--- src/rtl/pet_spi_pkg.sv ---
// Shared definitions for the SPI1 command target.
// Holds the command opcode encoding, the FSM state encoding, the number
// of bytes each command carries and the bit positions used by SET_CPU.
package pet_spi_pkg;

  typedef enum logic [1:0] {
    OP_READ    = 2'b00,
    OP_WRITE   = 2'b01,
    OP_RSVD    = 2'b10,
    OP_SET_CPU = 2'b11
  } op_e;

  typedef enum logic [1:0] {
    ST_IDLE  = 2'b00,
    ST_RECV  = 2'b01,
    ST_ISSUE = 2'b10
  } state_e;

  localparam logic [2:0] READ_BYTES    = 3'd3;
  localparam logic [2:0] WRITE_BYTES   = 3'd4;
  localparam logic [2:0] SET_CPU_BYTES = 3'd1;
  localparam logic [2:0] RSVD_BYTES    = 3'd1;

  // SET_CPU payload bit positions inside the command byte
  localparam int CPU_READY_BIT = 1;
  localparam int CPU_RESET_BIT = 0;

  // Total command length in bytes, including the command byte itself
  function automatic logic [2:0] op_bytes(input op_e op);
    logic [2:0] n;
    case (op)
      OP_READ:    n = READ_BYTES;
      OP_WRITE:   n = WRITE_BYTES;
      OP_SET_CPU: n = SET_CPU_BYTES;
      OP_RSVD:    n = RSVD_BYTES;
      default:    n = RSVD_BYTES;
    endcase
    return n;
  endfunction

endpackage

--- src/rtl/sync2.sv ---
// Multi-bit flop-chain synchronizer with a per-bit reset value.
// Ports:
//   clk   in  sampling clock
//   rst_n in  asynchronous active-low reset
//   d     in  WIDTH asynchronous inputs
//   q     out WIDTH synchronized outputs, STAGES clocks behind d
module sync2 #(
  parameter int              WIDTH   = 1,
  parameter int              STAGES  = 2,
  parameter logic [WIDTH-1:0] RST_VAL = '0
) (
  input  logic             clk,
  input  logic             rst_n,
  input  logic [WIDTH-1:0] d,
  output logic [WIDTH-1:0] q
);

  logic [WIDTH-1:0] pipe_r [STAGES];

  // Shift the inputs through the synchronizer chain
  always_ff @(posedge clk or negedge rst_n) begin
    if (!rst_n) begin
      for (int i = 0; i < STAGES; i++) begin
        pipe_r[i] <= RST_VAL;
      end
    end else begin
      pipe_r[0] <= d;
      for (int i = 1; i < STAGES; i++) begin
        pipe_r[i] <= pipe_r[i-1];
      end
    end
  end

  assign q = pipe_r[STAGES-1];

endmodule

--- src/rtl/spi1_cmd_target.sv ---
// SPI mode-0 command target: decodes READ / WRITE / SET_CPU commands sent
// by the MCU, issues single bus transactions and controls CPU reset/ready.
// All SPI inputs are oversampled on clk16_i through a synchronizer.
// Ports:
//   clk16_i, reset_ni           system clock and async active-low reset
//   spi1_sck_i/cs_ni/mcu_tx_i   SPI SCK, chip select, MOSI
//   spi1_mcu_rx_o/rx_oe         MISO and its output enable
//   spi_ready_no                low when idle and ready for a command
//   bus_addr_o/data_o/rw_no     transaction address, write data, 1=read
//   bus_valid_o                 request, held until bus_done_i
//   bus_done_i/bus_data_i       completion pulse and read data
//   cpu_reset_o/cpu_ready_o     CPU control outputs
module spi1_cmd_target
  import pet_spi_pkg::*;
#(
  parameter int SYNC_STAGES = 2
) (
  input  logic        clk16_i,
  input  logic        reset_ni,
  input  logic        spi1_sck_i,
  input  logic        spi1_cs_ni,
  input  logic        spi1_mcu_tx_i,
  output logic        spi1_mcu_rx_o,
  output logic        spi1_mcu_rx_oe,
  output logic        spi_ready_no,
  output logic [16:0] bus_addr_o,
  output logic [7:0]  bus_data_o,
  output logic        bus_rw_no,
  output logic        bus_valid_o,
  input  logic        bus_done_i,
  input  logic [7:0]  bus_data_i,
  output logic        cpu_reset_o,
  output logic        cpu_ready_o
);

  logic [2:0] sync_out_s;
  logic       sck_s, cs_n_s, mosi_s;
  logic       sck_prev_r, cs_prev_r;
  logic       sample_s, cs_fall_s, accept_s, byte_done_s;

  logic [2:0] bit_cnt_r, byte_cnt_r;
  logic [6:0] shift_r;
  logic [7:0] new_byte_s;
  op_e        cmd_op_r;
  logic       cmd_a16_r;
  logic [7:0] addr_hi_r, addr_lo_r;
  logic       frame_done_r;
  logic [7:0] rd_data_r;
  logic [7:0] miso_sr_r;

  state_e     state_r, state_next_s;
  op_e        cur_op_s;
  logic       cmd_end_s, cmd_is_bus_s;
  logic       issue_s, set_cpu_s;

  sync2 #(
    .WIDTH  (3),
    .STAGES (SYNC_STAGES),
    .RST_VAL(3'b010)
  ) u_sync (
    .clk  (clk16_i),
    .rst_n(reset_ni),
    .d    ({spi1_sck_i, spi1_cs_ni, spi1_mcu_tx_i}),
    .q    (sync_out_s)
  );

  assign sck_s  = sync_out_s[2];
  assign cs_n_s = sync_out_s[1];
  assign mosi_s = sync_out_s[0];

  // MISO drive enable follows the raw chip select so the bus is released at once
  assign spi1_mcu_rx_oe = ~spi1_cs_ni;
  assign spi1_mcu_rx_o  = miso_sr_r[7];

  // Previous synchronized SCK / CS_N for edge detection
  always_ff @(posedge clk16_i or negedge reset_ni) begin
    if (!reset_ni) begin
      sck_prev_r <= 1'b0;
      cs_prev_r  <= 1'b1;
    end else begin
      sck_prev_r <= sck_s;
      cs_prev_r  <= cs_n_s;
    end
  end

  assign sample_s    = sck_s & ~sck_prev_r & ~cs_n_s;
  assign cs_fall_s   = cs_prev_r & ~cs_n_s;
  // Bits are only taken while idle (before a command completed in this
  // CS_N assertion) or while receiving; ISSUE ignores SCK entirely.
  assign accept_s    = sample_s & ((state_r == ST_RECV) |
                                   ((state_r == ST_IDLE) & ~frame_done_r));
  assign byte_done_s = accept_s & (bit_cnt_r == 3'd7);
  assign new_byte_s  = {shift_r, mosi_s};

  // Command decode: the op comes from the byte in flight until byte 0 is stored
  always_comb begin
    if (byte_cnt_r == 3'd0) begin
      cur_op_s = op_e'(new_byte_s[7:6]);
    end else begin
      cur_op_s = cmd_op_r;
    end
    cmd_end_s    = (state_r == ST_RECV) & byte_done_s &
                   (byte_cnt_r == (op_bytes(cur_op_s) - 3'd1));
    cmd_is_bus_s = (cur_op_s == OP_READ) | (cur_op_s == OP_WRITE);
  end

  // FSM state register
  always_ff @(posedge clk16_i or negedge reset_ni) begin
    if (!reset_ni) begin
      state_r <= ST_IDLE;
    end else begin
      state_r <= state_next_s;
    end
  end

  // FSM next-state logic
  always_comb begin
    state_next_s = state_r;
    case (state_r)
      ST_IDLE: begin
        if (accept_s) state_next_s = ST_RECV;
        else          state_next_s = ST_IDLE;
      end
      ST_RECV: begin
        if (cs_n_s) begin
          state_next_s = ST_IDLE;
        end else if (cmd_end_s) begin
          if (cmd_is_bus_s) state_next_s = ST_ISSUE;
          else              state_next_s = ST_IDLE;
        end else begin
          state_next_s = ST_RECV;
        end
      end
      ST_ISSUE: begin
        if (bus_done_i) state_next_s = ST_IDLE;
        else            state_next_s = ST_ISSUE;
      end
      default: state_next_s = ST_IDLE;
    endcase
  end

  // FSM output strobes
  always_comb begin
    issue_s   = 1'b0;
    set_cpu_s = 1'b0;
    if (cmd_end_s) begin
      issue_s   = cmd_is_bus_s;
      set_cpu_s = (cur_op_s == OP_SET_CPU);
    end else begin
      issue_s   = 1'b0;
      set_cpu_s = 1'b0;
    end
  end

  // Bit/byte counters, receive shifter and per-byte capture
  always_ff @(posedge clk16_i or negedge reset_ni) begin
    if (!reset_ni) begin
      bit_cnt_r    <= 3'd0;
      byte_cnt_r   <= 3'd0;
      shift_r      <= 7'd0;
      cmd_op_r     <= OP_READ;
      cmd_a16_r    <= 1'b0;
      addr_hi_r    <= 8'd0;
      addr_lo_r    <= 8'd0;
      frame_done_r <= 1'b0;
    end else if (cs_fall_s) begin
      bit_cnt_r    <= 3'd0;
      byte_cnt_r   <= 3'd0;
      shift_r      <= 7'd0;
      frame_done_r <= 1'b0;
    end else begin
      if (accept_s) begin
        shift_r   <= new_byte_s[6:0];
        bit_cnt_r <= bit_cnt_r + 3'd1;
      end
      if (byte_done_s) begin
        byte_cnt_r <= byte_cnt_r + 3'd1;
        case (byte_cnt_r)
          3'd0: begin
            cmd_op_r  <= op_e'(new_byte_s[7:6]);
            cmd_a16_r <= new_byte_s[0];
          end
          3'd1:    addr_hi_r <= new_byte_s;
          3'd2:    addr_lo_r <= new_byte_s;
          default: ;
        endcase
      end
      if (cmd_end_s) begin
        frame_done_r <= 1'b1;
      end
    end
  end

  // Bus request: loaded when the final command bit lands, held until done
  always_ff @(posedge clk16_i or negedge reset_ni) begin
    if (!reset_ni) begin
      bus_valid_o <= 1'b0;
      bus_rw_no   <= 1'b1;
      bus_addr_o  <= 17'd0;
      bus_data_o  <= 8'd0;
    end else if (issue_s) begin
      bus_valid_o <= 1'b1;
      if (cur_op_s == OP_READ) begin
        bus_rw_no  <= 1'b1;
        bus_addr_o <= {cmd_a16_r, addr_hi_r, new_byte_s};
      end else begin
        bus_rw_no  <= 1'b0;
        bus_addr_o <= {cmd_a16_r, addr_hi_r, addr_lo_r};
        bus_data_o <= new_byte_s;
      end
    end else if ((state_r == ST_ISSUE) && bus_done_i) begin
      bus_valid_o <= 1'b0;
    end
  end

  // Read data capture on completion of a READ
  always_ff @(posedge clk16_i or negedge reset_ni) begin
    if (!reset_ni) begin
      rd_data_r <= 8'd0;
    end else if ((state_r == ST_ISSUE) && bus_done_i && bus_rw_no) begin
      rd_data_r <= bus_data_i;
    end
  end

  // MISO shifter: parked on rd_data while deselected so bit 7 is ready at CS_N fall
  always_ff @(posedge clk16_i or negedge reset_ni) begin
    if (!reset_ni) begin
      miso_sr_r <= 8'd0;
    end else if (cs_n_s) begin
      miso_sr_r <= rd_data_r;
    end else if (sample_s) begin
      miso_sr_r <= {miso_sr_r[6:0], 1'b0};
    end
  end

  // CPU control from SET_CPU
  always_ff @(posedge clk16_i or negedge reset_ni) begin
    if (!reset_ni) begin
      cpu_reset_o <= 1'b1;
      cpu_ready_o <= 1'b0;
    end else if (set_cpu_s) begin
      cpu_reset_o <= new_byte_s[CPU_RESET_BIT];
      cpu_ready_o <= new_byte_s[CPU_READY_BIT];
    end
  end

  // Busy flag: high whenever the FSM is (or is about to be) out of IDLE
  always_ff @(posedge clk16_i or negedge reset_ni) begin
    if (!reset_ni) begin
      spi_ready_no <= 1'b1;
    end else begin
      spi_ready_no <= (state_next_s != ST_IDLE);
    end
  end

endmodule

--- config.mk ---
export PLATFORM = sky130hd
export DESIGN_NAME = spi1_cmd_target
export DESIGN_NICKNAME = d
export VERILOG_FILES = /design/src/rtl/pet_spi_pkg.sv /design/src/rtl/sync2.sv /design/src/rtl/spi1_cmd_target.sv
export SDC_FILE = /design/constraint.sdc
export NUM_CORES = 1
export LEC_CHECK = 0
export CORE_ASPECT_RATIO = 0.75
export CORE_MARGIN = 3
export CORE_UTILIZATION = 50
export DETAILED_ROUTE_END_ITERATION = 6
export PLACE_DENSITY_LB_ADDON = 0.25
export SLEW_MARGIN = 40
export SYNTH_ARGS = -nofsm -noshare
export SYNTH_HDL_FRONTEND = slang
export SYNTH_HIERARCHICAL = 1
export SYNTH_SLANG_ARGS = --single-unit
export TNS_END_PERCENT = 10
--- constraint.sdc ---
create_clock -name clk16_i -period 2.7 [get_ports clk16_i]
set_input_delay 0.675 -clock clk16_i [delete_from_list [all_inputs] [get_ports clk16_i]]
set_output_delay 0.675 -clock clk16_i [all_outputs]
set_load 0.02 [all_outputs]
==> flow_metrics.py <==
metrics = {
    "final_layout": {
        "final_core_util_pct": 64.5,
        "final_cells": 429,
        "layout_commonest_cell": "dfrtp_1",
        "drive_gt1_share_pct": 26.3,
        "final_cell_mix": "dfrtp_1 (83), clkdlybuf4s50_1 (44), mux2_2 (39)",
        "n_antenna_cell": 0,
        "final_nets": 346,
        "area_growth_pct": 21.2,
        "final_area_um2": 4530,
    },
    "pwr": {
        "ir_worst_vdd_mv": 0.288,
        "swShare_pct": 21.6,
        "p_int_uw": 1890,
        "power_density_nw_per_um2": 531,
        "seqPwrFrac_pct": 56.4,
        "clockPowerShare_pct": 39.8,
        "p_comb_share_pct": 3.9,
        "net-switching-power_uw": 520,
        "leakage_uw": 0.00220,
        "finalPower_uw": 2410,
    },
    "sta": {
        "finClkSkew_ns": 0.00693,
        "slew_headroom_pct": 57.4,
        "drv_slew": 0,
        "post-route-period-util_pct": 89.4,
        "setup_violations": 0,
        "rsz0062_at_grt": "no",
        "worst_pin_slew_ns": 0.636,
        "max_freq_mhz": 414,
        "min_period_ns": 2.41,
        "final_hold_viol_count": 0,
        "final.setup.tns_ns": 0,
    },
    "cts": {
        "clk_latency_ns": 0.36,
        "path_clk_slew_ns": 0.08,
        "clock-sinks": 89,
        "ctsResizeCount": 0,
        "cts-buffers-inserted": 9,
        "clk_root_buffer_cell": "clkbuf_8",
        "htreeDepth": 3,
        "ctsHoldBuffers": 0,
        "clk_path_buf_depth": 2,
        "cts_tree": "built",
        "post_cts.repair.setup_buffers": 0,
    },
    "yosys": {
        "synthMuxAreaShare_pct": 17.2,
        "synth_edf_count": 0,
        "syn-mean-instance-area_um2": 13.6,
        "synth_xor_area_share_pct": 0.937,
        "yosys_warnings": 6,
        "synthAdderAreaFrac_pct": 2.01,
        "synth_cell_types": 42,
        "seq_area_frac_synth_pct": 59.8,
        "postSynthNetCount": 294,
        "synth-seq-cells": 89,
        "async_flop_share_pct": 100,
        "yosys.area.top_type": "dfrtp_1",
        "postSynthCellCount": 274,
        "synth_ff_type": "dfrtp_1",
        "synth-simple-area-share_pct": 8.33,
        "synth_compound_area_share_pct": 8.30,
        "yosysTopAreaCellShare_pct": 55.6,
        "synth_top_family_by_area": "multiplexers",
        "ys_top_cells_by_area": "dfrtp_1 (56%), mux2_2 (12%), dfstp_2 (4.2%)",
        "netlist_area_um2": 3740,
    },
    "critical_path": {
        "path_cells": "clkdlybuf4s50_1, inv_1, clkdlybuf4s50_1",
        "crit_slowest_cell": "clkdlybuf4s50_1",
        "slowest_delay_ns": 0.59,
        "critPathKind": "input pin to output port",
        "cp.required_ns": 2.03,
        "path_common_cell": "clkdlybuf4s50_1",
        "ff2ff_path_depth": 7,
        "crit_cells": 3,
        "endpoint_kind": "output port",
        "worstPathArrival_ns": 1.74,
        "worst-path-max-fanout": 2,
        "crit_family": "buffers and inverters",
        "start_kind": "input pin",
        "path_buf_inv": 3,
    },
    "global_routing": {
        "grt.total_usage_pct": 18.3,
        "grt_max_degree": 51,
        "grt_pass1_vias": 2315,
        "grt_overflow_total": 0,
        "antenna_found_initial": 0,
        "grt_pass1_wl_mm": 11.9,
    },
    "placement": {
        "place_inst": 413,
        "place_congestion": 0.774,
        "dp_hpwl_mm": 4.88,
        "portBuffers": 45,
        "placed_cell_area_um2": 4320,
    },
    "die": {
        "core_area_um2": 7030,
        "fp.dieW_um": 106,
        "num_rows": 26,
        "start_util_pct": 53.2,
        "die_area_um2": 8560,
        "die_y_um": 80.9,
        "pin_count": 46,
    },
    "status": {
        "status": "finished clean",
    },
    "min_path": {
        "hold_path_class": "input pin to async pin",
    },
    "routing": {
        "ant_nets": 0,
        "routed_wl_mm": 7.10,
        "vias": 2293,
        "avgRoutedWirePerCell_um": 16.6,
        "first_pass_iters": 4,
        "vias_per_cell": 5.34,
        "drtIter0Drc": 99,
        "drc": 0,
    },
    "job": {
        "drv_cap": 0,
    },
}
==> worst paths after layout <==
check | start | endpoint | slack (ns)
max in group asynchronous | reset_ni | spi_ready_no | 1.74
worst max register to register | byte_cnt_r[1] | bus_addr_o[1] | 0.37
min in group clk16_i | u_sync/pipe_r[5] | u_sync/q[2] | 0.35
worst min register to register | u_sync/pipe_r[5] | u_sync/q[2] | 0.35
worst max-delay path | spi1_cs_ni | spi1_mcu_rx_oe | 0.29
worst min-delay path | reset_ni | rd_data_r[7] | 0.28
==> per-layer routing <==
metal  wire, um  global-route usage [%]
met1       3620                    26.6
met4        123                    7.76
met5          0                       0
met2       2980                    25.8
met3        375                    5.24
==> through the flow <==
stage / setup slack (ns) / hold WS [ns]
floorplan: 0.417 / 0.331
global placement: 0.283 / 0.333
detailed placement: 0.275 / 0.336
CTS: 0.275 / 0.280
global route: 0.192 / 0.295
finish: 0.285 / 0.277
==> flip-flops by register name (all words and copies together) (netlist names), 2 cells and up <==
signal         flops
addr_hi_r          8
addr_lo_r          8
bit_cnt_r          3
bus_addr_o        17
bus_data_o         8
byte_cnt_r         3
cmd_op_r           2
miso_sr_r          8
rd_data_r          8
shift_r            7
state_r            2
u_sync/pipe_r      3
u_sync/q           3
==> cells by family (layout without fill, tap and decap cells) <==
group                      after synthesis  after routing
buffers and inverters                   27             84
muxes                                   56             56
adders and majority gates                6              6
and+or+nand+nor                         50             50
AOI/OAI and AO/OA                       42             42
DFF                                     89             89
xor gates and xnor gates                 4              4
==> Yosys cell counts, types with 2 or more instances <==
cell type	count
mux2_2	39
nor2b_1	3
dfrtp_1	83
nand3_1	3
nand4_2	2
a221o_1	8
mux2_4	6
nand2b_1	3
nand4_1	3
ha_1	6
mux2i_1	9
xnor2_1	3
nand2_1	17
o21ai_0	10
nand3_2	2
dfstp_2	6
a22o_1	9
buf_4	4
buf_2	5
a21oi_1	2
a31oi_1	8
clkbuf_1	4
and4_1	2
inv_1	13
mux2_1	2
nor2_1	6
==> area by class of cell <==
cell class              count  area (um^2)
fillers                   554         2500
multi-input cells         158         1370
well taps                  98          123
repair buffers             55          536
clock buffers              12          165
clock inverters             4         50.0
inverters                  13         48.8
flip-flops and latches     89         2230
==> power by group through the flow <==
stage / registers, uW / logic [uW] / clock network (uW)
floorplan: 1380 / 32.8 / 0
global placement: 1380 / 93.2 / 0
detailed placement: 1380 / 94.8 / 0
CTS: 1360 / 95.3 / 986
global route: 1360 / 103 / 1050
finish: 1360 / 92.7 / 957
No activity file was read; power rests on OpenSTA's default activity.
==> RTL change: new RTL, same flow settings <==
The parameter `SYNC_STAGES` goes from 2 to 4.
--- a/src/rtl/spi1_cmd_target.sv
+++ b/src/rtl/spi1_cmd_target.sv
@@ -13,7 +13,7 @@
 module spi1_cmd_target
   import pet_spi_pkg::*;
 #(
-  parameter int SYNC_STAGES = 2
+  parameter int SYNC_STAGES = 4
 ) (
   input  logic        clk16_i,
   input  logic        reset_ni,
Behaviour: not the same (Yosys sat finds a counterexample within 4 cycles, from zero or initial values and one cycle with reset_ni low).
==> RTL change against the unedited design <==
- core utilization shrank 1.6 points
- count of clock-buffer cells in the layout grew 1
- die area grew 3.8%
- global-route usage shrank 0.83 points
- routed wire length grew 0.21%
- synthesized area grew 4.1%
- clock power grew 4.4%
- critical endpoint is now bus_addr_o[5]$_DFFE_PN0N_
- worst setup slack lost 120 ps
- final area grew 3.1%
- sequential power grew 7%
- clock skew grew 5.2 ps
- total power grew 5.9%
- sequential cell count grew 6
- combinational power grew 2%
==> RTL change: results <==
[grt]
grt_max_degree = 54
grt_pass1_wl_um = 11700
first_global_vias = 2231
grt_usage = 0.175

[synthesis]
synth_common_cells = "dfrtp_1, mux2_2, nand2_1, inv_1, o21ai_0"
syn_nets = 300
synth.distinct_cells = 42
synth.area.top_cells = "dfrtp_1, mux2_2, dfstp_2"
async_flop_share = 1.00
ys_warn_count = 6
yosysSeqAreaShare = 0.614

[clock_network]
clk_latency_ps = 360
cts-resized-gates = 0
clock_path_buffers = 2
htreeDepth = 3
root_buffer = "clkbuf_8"
numCtsBuffers = 9
cts_setup_buffers = 0

[final_layout]
nets = 350
reg.largest.list = "bus_addr_o x17, u_sync/pipe_r x9"
fillers = 598
n_antenna_cell = 0
drive_gt1_frac = 0.251

[setup_path]
path_max_fanout = 9
slowest_stage = "xnor2_1"
rr_worst_depth = 7
path_delay_family = "XOR/XNOR gates"
arrival_ps = 2780
max_stage_delay_ps = 510

[timing]
finalClockSkew_ps = 12.2
worst_pin_slew_ps = 688

[placed_design]
io_buffer_count = 45
gp_congestion = 0.843
dp_slack_ps = 181
dp_hpwl_um = 4850

[worst_hold_path]
hp-class = "primary input to async pin"

[drt]
viasPerCell = 5.40
drtIter0Drc = 124
first_pass_iters = 4
routedWlPerCell_um = 16.3

[outcome]
outcome = "finished clean"

[power]
max-vdd-ir-drop_v = 0.000312
power_leakage_nw = 2.25
RTL change: path summary, 6_finish.rpt:
kind / slack [ps] / start / to
worst min-delay path: 300 / reset_ni / rd_data_r[0]$_DFFE_PN0P_
worst min register to register: 360 / u_sync/pipe_r[8]$_DFF_PN0_ / u_sync/pipe_r[5]$_DFF_PN0_
max in group asynchronous: 1680 / reset_ni / u_sync/pipe_r[4]$_DFF_PN1_
worst max-delay path: 160 / byte_cnt_r[0]$_DFFE_PN0P_ / bus_addr_o[5]$_DFFE_PN0N_
min in group clk16_i: 360 / u_sync/pipe_r[8]$_DFF_PN0_ / u_sync/pipe_r[5]$_DFF_PN0_
worst max register to register: 160 / byte_cnt_r[0]$_DFFE_PN0P_ / bus_addr_o[5]$_DFFE_PN0N_
RTL change: cells by family (layout without fill, tap and decap cells):
family	count (synthesis)	count (layout)	synth area share
AOI/OAI and AO/OA	42	42	0.0797
and+or+nand+nor	50	50	0.0801
xor gates and xnor gates	4	4	0.00900
DFF	95	95	0.614
muxes	56	56	0.165
adders and majority gates	6	6	0.0193
buffers and inverters	27	82	0.0334
RTL change: metal layers:
metal  wire (um)  global-route usage  share of wire  up-vias
met2        3020               0.236           0.42       79
met1        3560               0.267           0.50     1165
met3         452              0.0575          0.064        9
li1            -                   -              -     1101
met5           0                   0              0        -
met4          89              0.0530          0.013        0
RTL change: cell type report:
class	instances	share of cell area
sequential	95	0.511
multi-input combinational	158	0.294
timing repair buffer	53	0.111
clock buffer	13	0.0319
tap	101	0.0270
clock inverter	3	0.0145
inverter	13	0.0104
RTL change: through the flow:
step	area [sq um]	cells
3_3_place_gp	4460	420
6_report	4670	436
5_1_grt	4670	436
2_1_floorplan	3890	280
3_5_place_dp	4460	420
4_1_cts	4670	436
RTL change: power breakdown:
| group | total, W | switching, W | internal (W) |
|---|---|---|---|
| combinational | 0.0000942 | 0.0000561 | 0.0000381 |
| sequential | 0.00145 | 0.0000115 | 0.00144 |
| clock | 0.000999 | 0.000451 | 0.000549 |
| total | 0.00255 | 0.000519 | 0.00203 |
RTL change: worst reg2reg max path, cell delays in order (launching register included):
cell and delay [ps]:
dfrtp_1 500, inv_1 140, ha_1 270, mux2i_1 150, xnor2_1 510, and2_1 430
a31oi_1 150, a221o_1 290
